[src/rtl/ram_loader_pkg.sv]
// ram_loader_pkg: shared loader state encoding and default RAM geometry
package ram_loader_pkg;
  localparam int DEF_ADDR_WIDTH = 10;
  localparam int DEF_DATA_WIDTH = 32;
  typedef enum logic [1:0] {IDLE, LOAD, FLUSH, DONE} loader_state_t;
endpackage

[src/rtl/ram_stream_loader.sv]
// ram_stream_loader: valid/ready word stream to sequential single-port RAM writes
// Optional frame checksum enabled by defining RAM_LOADER_CHECKSUM_EN.
module ram_stream_loader
  import ram_loader_pkg::*;
#(
  parameter int ADDR_WIDTH = DEF_ADDR_WIDTH,
  parameter int DATA_WIDTH = DEF_DATA_WIDTH
) (
  input  logic                  clk,
  input  logic                  rst,
  input  logic                  start,
  input  logic [ADDR_WIDTH-1:0] base_addr,
  input  logic [ADDR_WIDTH:0]   length,
  input  logic                  s_valid,
  input  logic [DATA_WIDTH-1:0] s_data,
  output logic                  s_ready,
  output logic [ADDR_WIDTH-1:0] ram_addr,
  output logic [DATA_WIDTH-1:0] ram_data,
  output logic                  ram_wr_en,
  output logic                  busy,
  output logic                  done,
  output logic [ADDR_WIDTH:0]   count,
  output logic [DATA_WIDTH-1:0] checksum
);
  loader_state_t state;
  logic [ADDR_WIDTH-1:0] base;
  logic [ADDR_WIDTH:0] len;
  logic accept;
  assign s_ready = state == LOAD;
  assign busy = state != IDLE;
  assign accept = s_valid && s_ready;
  // done is registered from DONE, so it appears in the cycle after DONE
  always_ff @(posedge clk or negedge rst) begin
    if (!rst) begin
      state <= IDLE;
      base <= '0;
      len <= '0;
      count <= '0;
      ram_addr <= '0;
      ram_data <= '0;
      ram_wr_en <= 1'b0;
      done <= 1'b0;
    end else begin
      ram_wr_en <= accept;
      done <= state == DONE;
      case (state)
        IDLE: if (start) begin
          base <= base_addr;
          len <= length;
          count <= '0;
          state <= (length == '0) ? DONE : LOAD;
        end
        LOAD: if (accept) begin
          ram_addr <= base + count[ADDR_WIDTH-1:0];
          ram_data <= s_data;
          count <= count + 1'b1;
          state <= (count + 1'b1 == len) ? FLUSH : LOAD;
        end
        FLUSH: state <= DONE;
        default: state <= IDLE;
      endcase
    end
  end
`ifdef RAM_LOADER_CHECKSUM_EN
  always_ff @(posedge clk or negedge rst) begin
    if (!rst) checksum <= '0;
    else if (state == IDLE && start) checksum <= '0;
    else if (accept) checksum <= checksum + s_data;
  end
`else
  assign checksum = '0;
`endif
endmodule
[config.mk]
export PLATFORM = sky130hd
export DESIGN_NAME = ram_stream_loader
export DESIGN_NICKNAME = d
export VERILOG_FILES = /design/src/rtl/ram_loader_pkg.sv /design/src/rtl/ram_stream_loader.sv
export SDC_FILE = /design/constraint.sdc
export NUM_CORES = 1
export LEC_CHECK = 0
export ABC_AREA = 1
export ABC_CLOCK_PERIOD_IN_PS = 2700
export CORE_MARGIN = 2
export CORE_UTILIZATION = 40
export CTS_BUF_LIST = sky130_fd_sc_hd__clkbuf_4 sky130_fd_sc_hd__clkbuf_8
export DETAILED_ROUTE_END_ITERATION = 10
export PLACE_DENSITY = 0.81
export SLEW_MARGIN = 40
export SYNTH_ARGS = -nofsm -noshare
export SYNTH_HDL_FRONTEND = slang
export SYNTH_SLANG_ARGS = --single-unit
export TNS_END_PERCENT = 20
[constraint.sdc]
create_clock -name clk -period 2.7 [get_ports clk]
set_input_delay 0.27 -clock clk [delete_from_list [all_inputs] [get_ports clk]]
set_output_delay 0.27 -clock clk [all_outputs]
set_load 0.05 [all_outputs]
==> summary.txt <==
Num Clock Sinks: 78
Overflow after GRT: 0
DP Wirelength: 7060 um
Die Ht: 104 um
final net count: 668
Crit path max-delay family: adder cells
total track usage: 0.185
met3 usage: 0.0482
Rows: 36
post-CTS resize count: 0
area growth from synthesis to layout: 33.5%
Tcrit/Tclk final: 0.815
DR DRC count: 0
Post-CTS Hold Buffers: 1
RSZ-0062 raised after global routing: false
Yosys cell types: 32
Worst-path clk slew: 80 ps
fraction of layout cells with a size suffix above 1: 0.0826
Port Buf Inserts: 113
Die W: 104 um
routed len/inst: 13.0 um
DRT iter0 DRCs: 137
yosys warns: 0
CTS tree: built
Setup CP Type: reg2reg
Global Route met1 Usage: 0.208
setup ws final: 499 ps
min Tclk post-route: 2200 ps
arrival time worst endpoint: 2440 ps
FF+latch count, synth: 78
vias in the first global route: 3477
Slew headroom: 0.540
final number of hold-violating endpoints: 0
n_diodes: 0
routed via count: 3446
vias per std cell: 4.67
CP most frequent cell: nand2_1
initial antenna violation count: 0
dpl ws: 543 ps
commonest cells after routing, fill and taps aside: 178 x nand2_1, 112 x clkdlybuf4s50_1, 78 x dfrtp_1, 47 x inv_1, 32 x conb_1
fin util: 0.552
core area: 9770 um2
Pleak: 2.67 nW
first-pass GRT wire length: 16200 um
CTS Buffer Depth: 2
sequential-to-total area share from yosys stat: 0.483
status: finished clean
DIE AREA: 10900 um2
Startpoint Class: flip-flop
CP Cell Sequence: ha_1 -> inv_1 -> fa_1 -> inv_1 -> a21oi_1 -> o21ai_0 -> nand4_1 -> nand2_1 -> nand2_1 -> nand3_1 -> nand2_1
worst path required time: 2940 ps
Post-Synthesis Cell Area: 4040 um2
Most Used Layer, Global Route: met2
post-route ant nets: 0
Critical Path Fanout Max: 7
GR Util met2: 0.325
max_cap viols: 0
cts bufs inserted: 9
Mapped Cells: 486
CTS H-tree lvls: 3
final setup vio count: 0
leading cell type in the layout, fill and taps excluded: nand2_1
root buf cell: clkbuf_8
pins over their slew limit: 0
final wirelength: 9610 um
largest net degree at the start of global routing: 79
Crit. End Element: flip-flop
1st-pass router iterations: 5
syn_area_per_cell: 8.31 um2
Pwr Total: 6.69 mW
delay of the slowest critical-path stage: 460 ps
GP Congestion: 0.842
worst vdd ir: 463 uV
latest clock arrival within the worst-skew pair: 350 ps
Least-Margin Pin Slew: 690 ps
I/O pin cnt: 146
P per Cell Area: 1240 nW/um2
FMAX: 454 MHz
setup TNS: 0 ps
post-CTS setup repair buffer count: 0
Worst Path Buf+Inv: 2
Worst Skew: 6.49 ps
min-delay worst type: in2reg
initial core utilization: 0.413
slowest CP cell: dfrtp_1
==> worst paths after layout <==
kind	start	endpoint	slack, ps	cells after the start
setup / recovery	count[0]	ram_addr[8]	500	11
hold / removal	s_data[27]	ram_data[27]	440	3
setup reg to reg	count[0]	ram_addr[8]	500	11
hold reg to reg	ram_data[17]	ram_data[17]	480	2
max in group asynchronous	rst	ram_addr[0]	1720	2
min in group asynchronous	rst	count[6]	510	2
==> synthesized netlist by cell type <==
cell type / number / area, um2
nor2_4: 4 / 45.0
and2_1: 1 / 6.26
o21ai_1: 1 / 5.00
fa_1: 1 / 20.0
nor2_2: 3 / 18.8
inv_2: 1 / 3.75
inv_1: 47 / 176
clkbuf_1: 6 / 22.5
o21ai_0: 23 / 115
nand3b_1: 3 / 22.5
a21boi_0: 1 / 7.51
buf_2: 7 / 35.0
nand4_1: 6 / 37.5
dfrtp_1: 78 / 1950
mux2_2: 9 / 101
buf_4: 33 / 248
nand3_2: 3 / 30.0
a31oi_1: 1 / 6.26
nor2_1: 13 / 48.8
o22ai_1: 11 / 68.8
nand3_1: 17 / 85.1
ha_1: 10 / 125
o21bai_1: 2 / 15.0
a21oi_2: 1 / 8.76
xor2_1: 6 / 52.6
nor3_1: 4 / 20.0
nand2_1: 178 / 668
conb_1: 1 / 3.75
nand2_2: 7 / 43.8
xnor2_1: 1 / 8.76
or2_2: 1 / 6.26
a21oi_1: 6 / 30.0
==> where the power goes <==
group / internal [mW] / switching (mW) / total (mW) / leakage (nW)
clock: 0.484 / 0.427 / 0.911 / 0.110
combinational: 1.25 / 2.48 / 3.73 / 1.59
sequential: 1.68 / 0.374 / 2.05 / 0.968
==> metrics by stage <==
step / std cells / instance area (um2) / hold slack, ps
floorplan: 517 / 4150 / -25.6
global placement: 721 / 5170 / 460
detailed placement: 721 / 5180 / 350
CTS: 738 / 5390 / 432
global route: 738 / 5390 / 443
finish: 738 / 5390 / 442
==> routing by layer <==
layer  part of all wire  routed length, um  vias to the layer above
met5                  0                  0                        -
met2               0.51               4920                      128
li1                   -                  -                     1692
met3              0.063                605                       22
met1               0.40               3870                     1604
met4              0.022                213                        0
==> cells by family (layout without fill, tap and decap cells) <==
| group | Yosys count | count (layout) | synth area share |
|---|---|---|---|
| other | 1 | 32 | 0.000929 |
| buffers and inverters | 94 | 182 | 0.120 |
| AO/OA/AOI/OAI | 46 | 46 | 0.0635 |
| adder cells (fa/ha/maj) | 11 | 11 | 0.0359 |
| multiplexers | 9 | 9 | 0.0251 |
| flip-flops | 78 | 78 | 0.483 |
| XOR/XNOR | 7 | 7 | 0.0152 |
| AND/OR/NAND/NOR | 240 | 240 | 0.256 |
==> flip-flops by register name, indices dropped and copies added (netlist names) <==
register	cells
ram_data	32
count	11
len	11
base	10
ram_addr	10
state	2
done	1
ram_wr_en	1
==> worst min-delay path: stages <==
cell,delay (ps)
clkdlybuf4s50_1,390
nand2_1,60
nand2_1,40
==> layout make-up <==
cell class / instances / area, um2
clock inverter: 4 / 45.0
clock buffer: 12 / 159
sequential: 78 / 1950
fill: 906 / 4380
multi-input combinational: 345 / 1720
inverter: 48 / 180
timing repair buffer: 118 / 1170
tap: 133 / 166
Power figures use the tool's default switching activity.
